==> src/rtl/sata_defines.sv <==
// Shared definitions for the SATA link supervisor: state encodings, widths,
// parameter defaults and the backoff load helper.
package sata_defines;

    typedef enum logic [2:0] {
        ST_DISABLED  = 3'd0,
        ST_RESET_OOB = 3'd1,
        ST_TRAINING  = 3'd2,
        ST_BACKOFF   = 3'd3,
        ST_LINKED    = 3'd4,
        ST_FAILED    = 3'd5
    } sup_state_e;

    localparam int unsigned TIMER_W     = 32;
    localparam int unsigned RETRY_W     = 4;
    localparam int unsigned OOB_STATE_W = 4;
    localparam int unsigned SUP_STATE_W = 3;
    localparam int unsigned STAT_W      = 16;

    localparam logic [31:0] DEF_TRAIN_TIMEOUT = 32'd2000000;
    localparam logic [15:0] DEF_RESET_HOLD    = 16'd16;
    localparam logic [31:0] DEF_BACKOFF_BASE  = 32'd1024;

    // Timer load for a backoff window: (base << min(retries, shift_max)) - 1, truncated to 32 bits.
    function automatic logic [TIMER_W-1:0] backoff_load(input logic [TIMER_W-1:0] base,
                                                        input logic [RETRY_W-1:0] retries,
                                                        input int unsigned        shift_max);
        int unsigned sh;
        sh = (32'(retries) < shift_max) ? 32'(retries) : shift_max;
        return (base << sh) - TIMER_W'(1);
    endfunction

endpackage

==> src/rtl/sata_link_supervisor_if.sv <==
// Control/status bundle between the platform side and the link supervisor.
// Optional SATA_SUPERVISOR_STATS_EN adds the link_drop_count/attempt_count statistics.
interface sata_link_supervisor_if;
    import sata_defines::*;

    logic                   enable;
    logic                   platform_ready_in;
    logic                   retrain_req;
    logic                   oob_linkup;
    logic [OOB_STATE_W-1:0] oob_state;
    logic                   oob_rst;
    logic                   oob_platform_ready;
    logic                   link_up;
    logic                   link_failed;
    logic [RETRY_W-1:0]     retry_count;
    logic [OOB_STATE_W-1:0] fail_oob_state;
    logic [SUP_STATE_W-1:0] sup_state;
`ifdef SATA_SUPERVISOR_STATS_EN
    logic [STAT_W-1:0]      link_drop_count;
    logic [STAT_W-1:0]      attempt_count;
`endif

    modport master (
        output enable, platform_ready_in, retrain_req, oob_linkup, oob_state,
`ifdef SATA_SUPERVISOR_STATS_EN
        input  link_drop_count, attempt_count,
`endif
        input  oob_rst, oob_platform_ready, link_up, link_failed,
               retry_count, fail_oob_state, sup_state
    );

    modport slave (
        input  enable, platform_ready_in, retrain_req, oob_linkup, oob_state,
`ifdef SATA_SUPERVISOR_STATS_EN
        output link_drop_count, attempt_count,
`endif
        output oob_rst, oob_platform_ready, link_up, link_failed,
               retry_count, fail_oob_state, sup_state
    );

endinterface

==> src/rtl/sata_sup_timer.sv <==
// 32-bit loadable down-counter; expired is registered and tracks count==0.
module sata_sup_timer
    import sata_defines::*;
(
    input  logic               clk,
    input  logic               rst,
    input  logic               load,
    input  logic [TIMER_W-1:0] value,
    output logic               expired
);

    logic [TIMER_W-1:0] count;

    always_ff @(posedge clk) begin
        if (rst) begin
            count   <= '0;
            expired <= 1'b1;
        end else if (load) begin
            count   <= value;
            expired <= (value == '0);
        end else if (count != '0) begin
            count   <= count - TIMER_W'(1);
            expired <= (count == TIMER_W'(1));
        end
    end

endmodule

==> src/rtl/sata_link_supervisor.sv <==
// Supervises the SATA OOB controller: reset window, training watchdog, backoff retries, link-drop recovery.
// Optional SATA_SUPERVISOR_STATS_EN adds saturating link-drop and training-attempt counters.
module sata_link_supervisor
    import sata_defines::*;
#(
    parameter logic [31:0] TRAIN_TIMEOUT     = DEF_TRAIN_TIMEOUT,
    parameter logic [15:0] RESET_HOLD        = DEF_RESET_HOLD,
    parameter logic [31:0] BACKOFF_BASE      = DEF_BACKOFF_BASE,
    parameter int unsigned BACKOFF_SHIFT_MAX = 3,
    parameter int unsigned MAX_RETRIES       = 8
)(
    input logic                 clk,
    input logic                 rst,
    sata_link_supervisor_if.slave bus
);

    localparam logic [TIMER_W-1:0] RESET_LOAD  = TIMER_W'(RESET_HOLD) - TIMER_W'(1);
    localparam logic [TIMER_W-1:0] TRAIN_LOAD  = TRAIN_TIMEOUT - TIMER_W'(1);
    localparam logic [RETRY_W-1:0] RETRY_LIMIT = RETRY_W'(MAX_RETRIES);

    sup_state_e             state_q;
    sup_state_e             state_d;
    logic                   tmr_load;
    logic [TIMER_W-1:0]     tmr_value;
    logic                   tmr_expired;
    logic [RETRY_W-1:0]     retry_q;
    logic [RETRY_W-1:0]     retry_d;
    logic [RETRY_W-1:0]     retry_inc;
    logic [OOB_STATE_W-1:0] fail_q;
    logic [OOB_STATE_W-1:0] fail_d;

    sata_sup_timer u_timer (
        .clk     (clk),
        .rst     (rst),
        .load    (tmr_load),
        .value   (tmr_value),
        .expired (tmr_expired)
    );

    assign retry_inc = (retry_q == '1) ? retry_q : retry_q + RETRY_W'(1);

    // Next-state, timer load and counter updates; global overrides precede per-state rules.
    always_comb begin
        state_d   = state_q;
        tmr_load  = 1'b0;
        tmr_value = RESET_LOAD;
        retry_d   = retry_q;
        fail_d    = fail_q;

        if (!bus.enable) begin
            state_d = ST_DISABLED;
            retry_d = '0;
        end else if (!bus.platform_ready_in && state_q != ST_DISABLED) begin
            state_d = ST_DISABLED;
        end else if (bus.retrain_req &&
                     state_q inside {ST_RESET_OOB, ST_TRAINING, ST_BACKOFF, ST_LINKED, ST_FAILED}) begin
            state_d  = ST_RESET_OOB;
            tmr_load = 1'b1;
            if (state_q == ST_FAILED) retry_d = '0;
        end else begin
            case (state_q)
                ST_DISABLED: begin
                    if (bus.platform_ready_in) begin
                        state_d  = ST_RESET_OOB;
                        tmr_load = 1'b1;
                    end
                end
                ST_RESET_OOB: begin
                    if (tmr_expired) begin
                        state_d   = ST_TRAINING;
                        tmr_load  = 1'b1;
                        tmr_value = TRAIN_LOAD;
                    end
                end
                ST_TRAINING: begin
                    // linkup beats a simultaneous watchdog expiry
                    if (bus.oob_linkup) begin
                        state_d = ST_LINKED;
                        retry_d = '0;
                    end else if (tmr_expired) begin
                        fail_d  = bus.oob_state;
                        retry_d = retry_inc;
                        if (retry_inc == RETRY_LIMIT) begin
                            state_d = ST_FAILED;
                        end else begin
                            state_d   = ST_BACKOFF;
                            tmr_load  = 1'b1;
                            tmr_value = backoff_load(BACKOFF_BASE, retry_q, BACKOFF_SHIFT_MAX);
                        end
                    end
                end
                ST_BACKOFF: begin
                    if (tmr_expired) begin
                        state_d  = ST_RESET_OOB;
                        tmr_load = 1'b1;
                    end
                end
                ST_LINKED: begin
                    if (!bus.oob_linkup) begin
                        state_d  = ST_RESET_OOB;
                        tmr_load = 1'b1;
                    end
                end
                ST_FAILED: begin
                    state_d = ST_FAILED;
                end
                default: begin
                    state_d = ST_DISABLED;
                end
            endcase
        end
    end

    // State and registered outputs; outputs follow the next state so they align with sup_state.
    always_ff @(posedge clk) begin
        if (rst) begin
            state_q                <= ST_DISABLED;
            retry_q                <= '0;
            fail_q                 <= '0;
            bus.oob_rst            <= 1'b1;
            bus.oob_platform_ready <= 1'b0;
            bus.link_up            <= 1'b0;
            bus.link_failed        <= 1'b0;
        end else begin
            state_q                <= state_d;
            retry_q                <= retry_d;
            fail_q                 <= fail_d;
            bus.oob_rst            <= !(state_d inside {ST_TRAINING, ST_LINKED});
            bus.oob_platform_ready <= state_d inside {ST_RESET_OOB, ST_TRAINING, ST_LINKED};
            bus.link_up            <= (state_q == ST_LINKED) && (state_d == ST_LINKED);
            bus.link_failed        <= (state_d == ST_FAILED);
        end
    end

    assign bus.retry_count    = retry_q;
    assign bus.fail_oob_state = fail_q;
    assign bus.sup_state      = state_q;

`ifdef SATA_SUPERVISOR_STATS_EN
    logic              link_drop;
    logic              stats_clr;
    logic              train_entry;
    logic [STAT_W-1:0] drop_q;
    logic [STAT_W-1:0] attempt_q;

    // A drop is a LINKED exit caused by linkup falling, not by a retrain request.
    assign link_drop   = (state_q == ST_LINKED) && (state_d == ST_RESET_OOB) &&
                         !bus.oob_linkup && !bus.retrain_req;
    assign stats_clr   = (state_q == ST_FAILED) && (state_d == ST_RESET_OOB);
    assign train_entry = (state_d == ST_TRAINING) && (state_q != ST_TRAINING);

    always_ff @(posedge clk) begin
        if (rst || stats_clr) begin
            drop_q    <= '0;
            attempt_q <= '0;
        end else begin
            if (link_drop && drop_q != '1)      drop_q    <= drop_q + STAT_W'(1);
            if (train_entry && attempt_q != '1) attempt_q <= attempt_q + STAT_W'(1);
        end
    end

    assign bus.link_drop_count = drop_q;
    assign bus.attempt_count   = attempt_q;
`endif

endmodule

==> src/flat_wrapper.sv <==
// flat-port wrapper written by rule: the top's interface ports become plain ports
module sata_link_supervisor_flat import sata_defines::*;
#(
    parameter logic [31:0] TRAIN_TIMEOUT     = DEF_TRAIN_TIMEOUT,
    parameter logic [15:0] RESET_HOLD        = DEF_RESET_HOLD,
    parameter logic [31:0] BACKOFF_BASE      = DEF_BACKOFF_BASE,
    parameter int unsigned BACKOFF_SHIFT_MAX = 3,
    parameter int unsigned MAX_RETRIES       = 8
)
  (clk, rst, bus_enable, bus_platform_ready_in, bus_retrain_req, bus_oob_linkup, bus_oob_state, bus_oob_rst, bus_oob_platform_ready, bus_link_up, bus_link_failed, bus_retry_count, bus_fail_oob_state, bus_sup_state);
  sata_link_supervisor_if bus_i ();
  input logic clk;
  input logic rst;
  input wire logic [$bits(bus_i.enable)-1:0] bus_enable;
  input wire logic [$bits(bus_i.platform_ready_in)-1:0] bus_platform_ready_in;
  input wire logic [$bits(bus_i.retrain_req)-1:0] bus_retrain_req;
  input wire logic [$bits(bus_i.oob_linkup)-1:0] bus_oob_linkup;
  input wire logic [$bits(bus_i.oob_state)-1:0] bus_oob_state;
  output wire logic [$bits(bus_i.oob_rst)-1:0] bus_oob_rst;
  output wire logic [$bits(bus_i.oob_platform_ready)-1:0] bus_oob_platform_ready;
  output wire logic [$bits(bus_i.link_up)-1:0] bus_link_up;
  output wire logic [$bits(bus_i.link_failed)-1:0] bus_link_failed;
  output wire logic [$bits(bus_i.retry_count)-1:0] bus_retry_count;
  output wire logic [$bits(bus_i.fail_oob_state)-1:0] bus_fail_oob_state;
  output wire logic [$bits(bus_i.sup_state)-1:0] bus_sup_state;
  assign bus_i.enable = bus_enable;
  assign bus_i.platform_ready_in = bus_platform_ready_in;
  assign bus_i.retrain_req = bus_retrain_req;
  assign bus_i.oob_linkup = bus_oob_linkup;
  assign bus_i.oob_state = bus_oob_state;
  assign bus_oob_rst = bus_i.oob_rst;
  assign bus_oob_platform_ready = bus_i.oob_platform_ready;
  assign bus_link_up = bus_i.link_up;
  assign bus_link_failed = bus_i.link_failed;
  assign bus_retry_count = bus_i.retry_count;
  assign bus_fail_oob_state = bus_i.fail_oob_state;
  assign bus_sup_state = bus_i.sup_state;
  sata_link_supervisor #(.TRAIN_TIMEOUT(TRAIN_TIMEOUT), .RESET_HOLD(RESET_HOLD), .BACKOFF_BASE(BACKOFF_BASE), .BACKOFF_SHIFT_MAX(BACKOFF_SHIFT_MAX), .MAX_RETRIES(MAX_RETRIES)) u_core (.clk(clk), .rst(rst), .bus(bus_i));
endmodule
==> config.mk <==
export PLATFORM = sky130hd
export DESIGN_NAME = sata_link_supervisor_flat
export DESIGN_NICKNAME = d
export VERILOG_FILES = /design/src/rtl/sata_defines.sv /design/src/rtl/sata_link_supervisor_if.sv /design/src/rtl/sata_sup_timer.sv /design/src/rtl/sata_link_supervisor.sv /design/src/flat_wrapper.sv
export SDC_FILE = /design/constraint.sdc
export NUM_CORES = 1
export LEC_CHECK = 0
export CAP_MARGIN = 20
export CORE_ASPECT_RATIO = 1.4
export CORE_UTILIZATION = 30
export CTS_CLUSTER_SIZE = 28
export DETAILED_ROUTE_END_ITERATION = 12
export SKIP_CTS_REPAIR_TIMING = 1
export SLEW_MARGIN = 20
export SYNTH_ARGS = -nofsm -noshare
export SYNTH_HDL_FRONTEND = slang
export SYNTH_HIERARCHICAL = 1
export SYNTH_SLANG_ARGS = --single-unit
==> constraint.sdc <==
create_clock -name clk -period 2.6 [get_ports clk]
set_input_delay 0.52 -clock clk [delete_from_list [all_inputs] [get_ports clk]]
set_output_delay 0.52 -clock clk [all_outputs]
set_load 0.005 [all_outputs]
-- Word level (Yosys, flattened, before mapping)
Cells that the tools add are included.
W data, S select, Z words.
- add/sub/neg operators: 3
- $lt $le $gt $ge: 1
- eq/ne operators: 13
- shift-type cells: 1
- muxes and demuxes: 40
- bitwise operators: 4
- reduce and logical (&&, ||, !) cells: 19
- operator list (operator ; count):
    $mux W32 ; 8
    $pmux W32 S2 ; 1
    $sub A32 B1 Y32 const B ; 2
    $eq A32 B1 Y1 const B ; 1
    $logic_not A32 Y1 ; 1
    $reduce_bool A32 Y1 ; 1
    $shl A11 B32 Y32 const A ; 1
    $mux W3 ; 10
    $mux W4 ; 7
    $mux W21 ; 1
    $pmux W3 S6 ; 1
    $eq A3 B3 Y1 const B ; 4
    $mux W1 ; 11
    $eq A3 B2 Y1 const B ; 3
    $reduce_bool A3 Y1 ; 3
    $eq A4 B4 Y1 const B ; 2
    $eq A3 B1 Y1 const B ; 2
    $reduce_and A6 Y1 ; 1
    $reduce_bool A2 Y1 ; 3
    $reduce_bool A5 Y1 ; 1
    $add A4 B1 Y4 const B ; 1
    $lt A4 B2 Y1 const B ; 1
    $not A1 Y1 ; 4
    $pmux W1 S4 ; 1
    6 further kinds ; 10
- bits in registers: 48
- bits of input ports: 10
- output and inout bits: 15
- logic and storage cells: 90

-- Depth between registers and ports, before layout
- depth after elaboration: 13
- mapped depth: 12
- depth with buffers taken out: 12

-- Hierarchy
The synthesis kept the hierarchy.
- by module, submodules not included (module ; times used ; cells an instance ; area an instance (um2) ; sequential area each (um2)):
    sata_sup_timer ; 1 ; 229 ; 1934.4 ; 660.6
    sata_link_supervisor ; 1 ; 138 ; 1094.8 ; 300.3

-- Worst setup path after synthesis
Ideal clock, no wire load.
- kind: reg2reg
- from: reg u_core.retry_q[0] (netlist: u_core/bus.retry_count[0])
- to: reg u_core.u_timer.count[22]
- library setup time: 69 ps
- arrival: 2209 ps
- required time: 2531 ps
- slack: 323 ps
- cell stages (with the launch flop): 12
- path buffers: 1
- clock period less this slack: 2277 ps
- cells stage by stage: dfxtp_1 -> ha_1 -> or3b_1 -> a21oi_2 -> nor2_1 -> inv_1 -> a31oi_1 -> inv_1 -> nor2_1 -> clkbuf_1 -> nand2_1 -> o21ai_1
- elaborated cells on any way between the ends: 24
- those cells by class: add/sub (2); order compare (1); eq/ne (2); shift (1); mux (17); reduce/logical (1)
- RTL lines (element ; RTL line ; text):
    start: declaration ; sata_link_supervisor.sv:26 ; logic [RETRY_W-1:0] retry_q;
    start signal: assignment ; sata_link_supervisor.sv:126 ; retry_q <= retry_d;
    $add A4 B1 Y4 or $eq A4 B4 Y1 (tied branches) ; sata_link_supervisor.sv:40 ; assign retry_inc = (retry_q == '1) ? retry_q : retry_q + RETRY_W'(1);
    $mux W4 (*) ; sata_link_supervisor.sv:40 ;
    $eq A4 B4 Y1 (*) ; sata_link_supervisor.sv:83 ; if (retry_inc == RETRY_LIMIT) begin
    $mux W1 (*) ; sata_link_supervisor.sv:83 ;
    $mux W1 (*) ; sata_link_supervisor.sv:80 ; end else if (tmr_expired) begin
    $mux W1 (*) ; sata_link_supervisor.sv:77 ; if (bus.oob_linkup) begin
    $pmux W1 S4 (*) ; sata_link_supervisor.sv:61 ; case (state_q)
    $mux W1 (*) ; sata_link_supervisor.sv:55 ; end else if (bus.retrain_req &&
    $mux W1 (*) ; sata_link_supervisor.sv:53 ; end else if (!bus.platform_ready_in && state_q != ST_DISABLED) begin
    $mux W1 (*) ; sata_link_supervisor.sv:50 ; if (!bus.enable) begin
    named net u_core.tmr_load ; sata_link_supervisor.sv:23 ; logic tmr_load;
    $mux W32 or $reduce_bool A2 Y1 (tied branches) ; -- ;
    end signal: assignment ; sata_sup_timer.sv:19 ; count <= value;
    end signal: assignment ; sata_sup_timer.sv:22 ; count <= count - TIMER_W'(1);
    end: declaration ; sata_sup_timer.sv:12 ; logic [TIMER_W-1:0] count;
The timed path passes the listed nets; every way through them passes the cells marked *.
A chain may end at the register's enable or synchronous reset.

-- Worst setup path after layout
- from: reg u_core.retry_q[0] (netlist: u_core/bus.retry_count[0])
- to: reg u_core.u_timer.expired
- elaborated cells on any way between the ends: 25
- those cells by class: add/sub (2); order compare (1); eq/ne (2); shift (1); mux (17); reduce/logical (2)
- RTL lines (element ; RTL line ; text):
    $add A4 B1 Y4 or $eq A4 B4 Y1 (tied branches) ; sata_link_supervisor.sv:40 ;
    $mux W4 (*) ; sata_link_supervisor.sv:40 ;
    $eq A4 B4 Y1 (*) ; sata_link_supervisor.sv:83 ;
    $mux W1 (*) ; sata_link_supervisor.sv:83 ;
    $mux W1 (*) ; sata_link_supervisor.sv:80 ;
    $mux W1 (*) ; sata_link_supervisor.sv:77 ;
    $pmux W1 S4 (*) ; sata_link_supervisor.sv:61 ;
    $mux W1 (*) ; sata_link_supervisor.sv:55 ;
    $mux W1 (*) ; sata_link_supervisor.sv:53 ;
    $mux W1 (*) ; sata_link_supervisor.sv:50 ;
    named net u_core.tmr_load ; sata_link_supervisor.sv:23 ;
    $mux W1 or $reduce_bool A2 Y1 (tied branches) ; -- ;
    end signal: assignment ; sata_sup_timer.sv:20 ; expired <= (value == '0);
    end signal: assignment ; sata_sup_timer.sv:23 ; expired <= (count == TIMER_W'(1));
    end: declaration ; sata_sup_timer.sv:9 ; output logic expired
Marks and branches as above.

==> run_results.csv <==
group,metric,value,unit
clocking,clock_latency_late_sink,0.29,ns
synthesis,synth_area,3030,um^2
synthesis,synth_sequential_area_ratio,31.7,%
route,drt-pass1-iter-count,4,
route,drt_iter0_drc,203,
clocking,cts-root-to-sink-buffers,2,
timing,timing.fmax,0.431,GHz
power,totalPowerFinal,3.71,mW
worst_setup_path,worstPathRequired,2.83,ns
final_layout,post-route-cell-area,3930,um^2
global_routing,globalRouteOverflowTotal,0,
route,drtAntennaViolNets,0,
timing,timing.final.crit_period,2.32,ns
placed_design,dp_hpwl,6110,um
worst_setup_path,worst_r2r_startpoint,"u_core/bus.retry_count[0]$_SDFFE_PP0P_",
route,post-route-drc-count,0,
floorplan,height_of_the_chip,121,um
power,share_comb_of_total_power,47.3,%
global_routing,grt_use_total,16.3,%
clocking,cts.sinks,48,
floorplan,core_area,9850,um^2
floorplan,floorplan.rows,43,
worst_setup_path,cp_data_arrival_time,2.55,ns
floorplan,dieWidth,86.9,um
synthesis,yosys.area.top_type_share,31.7,%
global_routing,via_count_of_the_first_global_routing_pass,2818,
timing,tightest_slew,0.489,ns
placed_design,place.gp.congestion,0.869,
power,switching_power_as_a_share_of_total_power,40.9,%
final_layout,post_route_cells_drive_above_1_share,17.4,%
floorplan,die_area,10500,um^2
clocking,cts_inserted_buffers,5,
timing,rsz0062_at_grt,"false",
clocking,h-tree-depth,2,
synthesis,synth_async_sr_flop_share,0,%
final_layout,fin_util,39.9,%
power,p_leak,1.43,nW
floorplan,effective_utilization_at_floorplan,30.8,%
timing,slew_violations,0,
timing,setup_violations,0,
worst_setup_path,setup.worst_path.end_class,"flip-flop",
timing,timing.clock.skew,0.00349,ns
power,power_density,944,nW/um^2
run_status,outcome,"finished, final reports clean",
placed_design,preCtsSetupSlack,-0.0552,ns
global_routing,grt_max_degree,25,
synthesis,post_synth.cell_area_avg,8.25,um^2
timing,final.setup.worst_slack,0.278,ns
placed_design,portBuffers,24,
power,netSwitchingPower,1.52,mW
synthesis,yosysWarningCount,6,
timing,post_route_worst_hold_slack,0.499,ns
hold_path,min_path_cells,2,
final_layout,num-nets-final,455,
route,vias,2880,
synthesis,synth_cells,367,
floorplan,ioPinCount,25,
synthesis,synth_flop_cell,"sky130_fd_sc_hd__dfxtp_1",
synthesis,post-synth-top-area-cell,"sky130_fd_sc_hd__dfxtp_1",
hold_path,worstHoldPathType,"reg2reg",
route,drt-total-wl,7880,um
placed_design,placedCellCount,569,
hold_path,worst_hold_start,"u_core/bus.fail_oob_state[0]$_SDFFE_PP0P_",
power,power.share.clock,20.7,%
synthesis,number_of_flops_mapped_to_enable_cells_by_yosys,0,
final_layout,finalNonFillerCells,577,
worst_setup_path,worst_r2r_endpoint,"u_core/u_timer/expired$_SDFFE_PP1P_",
worst_setup_path,rr_worst_depth,12,
synthesis,synth.distinct_cells,60,
timing,min_period_over_period,89.3,%
timing,final_hold_viol_count,0,
worst_setup_path,start_kind,"flip-flop",
synthesis,yosys_register_bits,48,
clocking,clk_slew_on_worst_s_h_paths,0.06,ns
power,ir_drop,0.000354,V
route,drt-wirelength-per-cell,13.7,um
placed_design,postPlaceCellArea,3740,um^2
job,max-cap-violations,0,
final_layout,area_growth_syn_to_layout,29.7,%
global_routing,antenna_violations_before_repair,0,
final_layout,num_antenna_cells,0,
synthesis,yosys-top-cells-area,"sky130_fd_sc_hd__dfxtp_1 (32%), sky130_fd_sc_hd__xnor2_1 (5.5%), sky130_fd_sc_hd__nor2_1 (5.3%), sky130_fd_sc_hd__nand2_1 (4.6%), sky130_fd_sc_hd__o21ai_1 (4.3%)",
hold_path,min_to,"u_core/bus.fail_oob_state[0]$_SDFFE_PP0P_",
clocking,tritoncts,"yes",
timing,timing.max_slew.rel_slack,67.2,%
power,p_seq_share,32.0,%
power,int_power,2.19,mW
worst_setup_path,rrSetupSlack,0.28,ns
route,route.detailed.vias_per_inst,4.99,
timing,final.setup.tns,0,ns
worst_setup_path,worstPathMaxFanout,4,
clocking,clock-root-buffer,"sky130_fd_sc_hd__clkbuf_16",
worst_setup_path,path_class,"reg2reg",
global_routing,grt_pass1_wl,13200,um
==> power by group through the flow <==
stage          clock network (mW)  logic (mW)  registers [mW]
2_1_floorplan                   0        1.35            1.13
3_3_place_gp                    0        1.72            1.18
3_5_place_dp                    0        1.75            1.19
4_1_cts                     0.781        1.76            1.18
5_1_grt                     0.816        1.91            1.22
6_report                    0.767        1.76            1.19
==> worst max-delay path by stage <==
stage,from,to,slack (ns),depth (start not counted)
global placement,bus_platform_ready_in,u_core/u_timer/expired$_SDFFE_PP1P_,-0.01,10
floorplan,u_core/bus.retry_count[0]$_SDFFE_PP0P_,u_core/u_timer/count[22]$_SDFFE_PP0P_,0.32,11
finish,u_core/bus.retry_count[0]$_SDFFE_PP0P_,u_core/u_timer/expired$_SDFFE_PP1P_,0.28,12
CTS,u_core/bus.retry_count[0]$_SDFFE_PP0P_,u_core/u_timer/expired$_SDFFE_PP1P_,0.20,12
detailed placement,bus_platform_ready_in,u_core/u_timer/expired$_SDFFE_PP1P_,-0.06,10
global route,u_core/bus.retry_count[0]$_SDFFE_PP0P_,u_core/u_timer/expired$_SDFFE_PP1P_,0.04,12
==> kinds of logic (layout without fill, tap and decap cells) <==
group,count (synthesis),after routing,share of synthesized area [%]
multiplexers,6,6,1.98
other,2,24,0.248
adder cells (fa/ha/maj),4,4,1.65
AND/OR/NAND/NOR,183,183,36.1
AO/OA/AOI/OAI,70,70,15.9
XOR/XNOR,30,30,8.67
buffers and inverters,24,77,3.64
flip-flops,48,48,31.7
==> flip-flops by register name (all words and copies together), names as in the netlist <==
register and flops:
u_core/bus.oob_rst 1, u_core/bus.oob_platform_ready 1, u_core/bus.link_up 1, u_core/u_timer/count 32, u_core/u_timer/expired 1, u_core/bus.link_failed 1
u_core/bus.fail_oob_state 4, u_core/bus.sup_state 3, u_core/bus.retry_count 4
==> area by class of cell <==
class | instances | area [um^2]
multi-input combinational | 317 | 2050
timing repair buffer | 59 | 528
inverter | 10 | 37.5
fill | 1002 | 5920
clock inverter | 2 | 38.8
tap | 135 | 169
sequential | 48 | 961
clock buffer | 6 | 139
==> placed cells by master, fill, tap and decap left out, drive strengths merged, types with 13 or more instances in the layout <==
| cell | synthesis | final |
|---|---|---|
| dfxtp | 48 | 48 |
| nor2 | 43 | 43 |
| nand2 | 37 | 37 |
| buf | 7 | 35 |
| o21ai | 29 | 29 |
| nor4 | 25 | 25 |
| clkdlybuf4s50 | 0 | 24 |
| conb | 2 | 24 |
| xnor2 | 19 | 19 |
| nor3 | 19 | 19 |
| a21oi | 13 | 13 |
==> synth_stat cells (all sizes together), types with 2 or more instances <==
| cell | number |
|---|---|
| a22oi | 3 |
| nor3 | 19 |
| a31o | 2 |
| or3b | 2 |
| dfxtp | 48 |
| nand3 | 6 |
| a311oi | 2 |
| nor2 | 43 |
| nand2 | 37 |
| nand4 | 8 |
| clkbuf | 7 |
| o31a | 3 |
| a211oi | 4 |
| nor3b | 2 |
| nor4 | 25 |
| ha | 4 |
| or2 | 4 |
| conb | 2 |
| nand2b | 7 |
| inv | 10 |
| o211ai | 3 |
| or4 | 11 |
| mux2i | 6 |
| xor2 | 11 |
| a21oi | 13 |
| nor2b | 10 |
| xnor2 | 19 |
| buf | 7 |
| a31oi | 2 |
| or3 | 4 |
| nand4b | 2 |
| o21ai | 29 |
==> routing by layer <==
layer	global-route usage, %	vias up	wire (um)
li1	-	1452	-
met1	17.1	1356	3110
met2	30.3	49	4240
met3	2.45	23	230
met4	9.17	0	298
met5	0	-	0
==> critical path, cell delays in order (launching register included) <==
cell and delay (ns):
sky130_fd_sc_hd__dfxtp_1 0.31, sky130_fd_sc_hd__ha_1 0.21, sky130_fd_sc_hd__or3b_1 0.40, sky130_fd_sc_hd__a21oi_4 0.23, sky130_fd_sc_hd__nor2_1 0.09, sky130_fd_sc_hd__inv_1 0.06
sky130_fd_sc_hd__a31oi_1 0.09, sky130_fd_sc_hd__buf_4 0.17, sky130_fd_sc_hd__nor4b_2 0.20, sky130_fd_sc_hd__nand4_1 0.12, sky130_fd_sc_hd__nor3_1 0.18, sky130_fd_sc_hd__nor4_1 0.08
sky130_fd_sc_hd__a21oi_1 0.12
(Power assumes the default switching activity.)
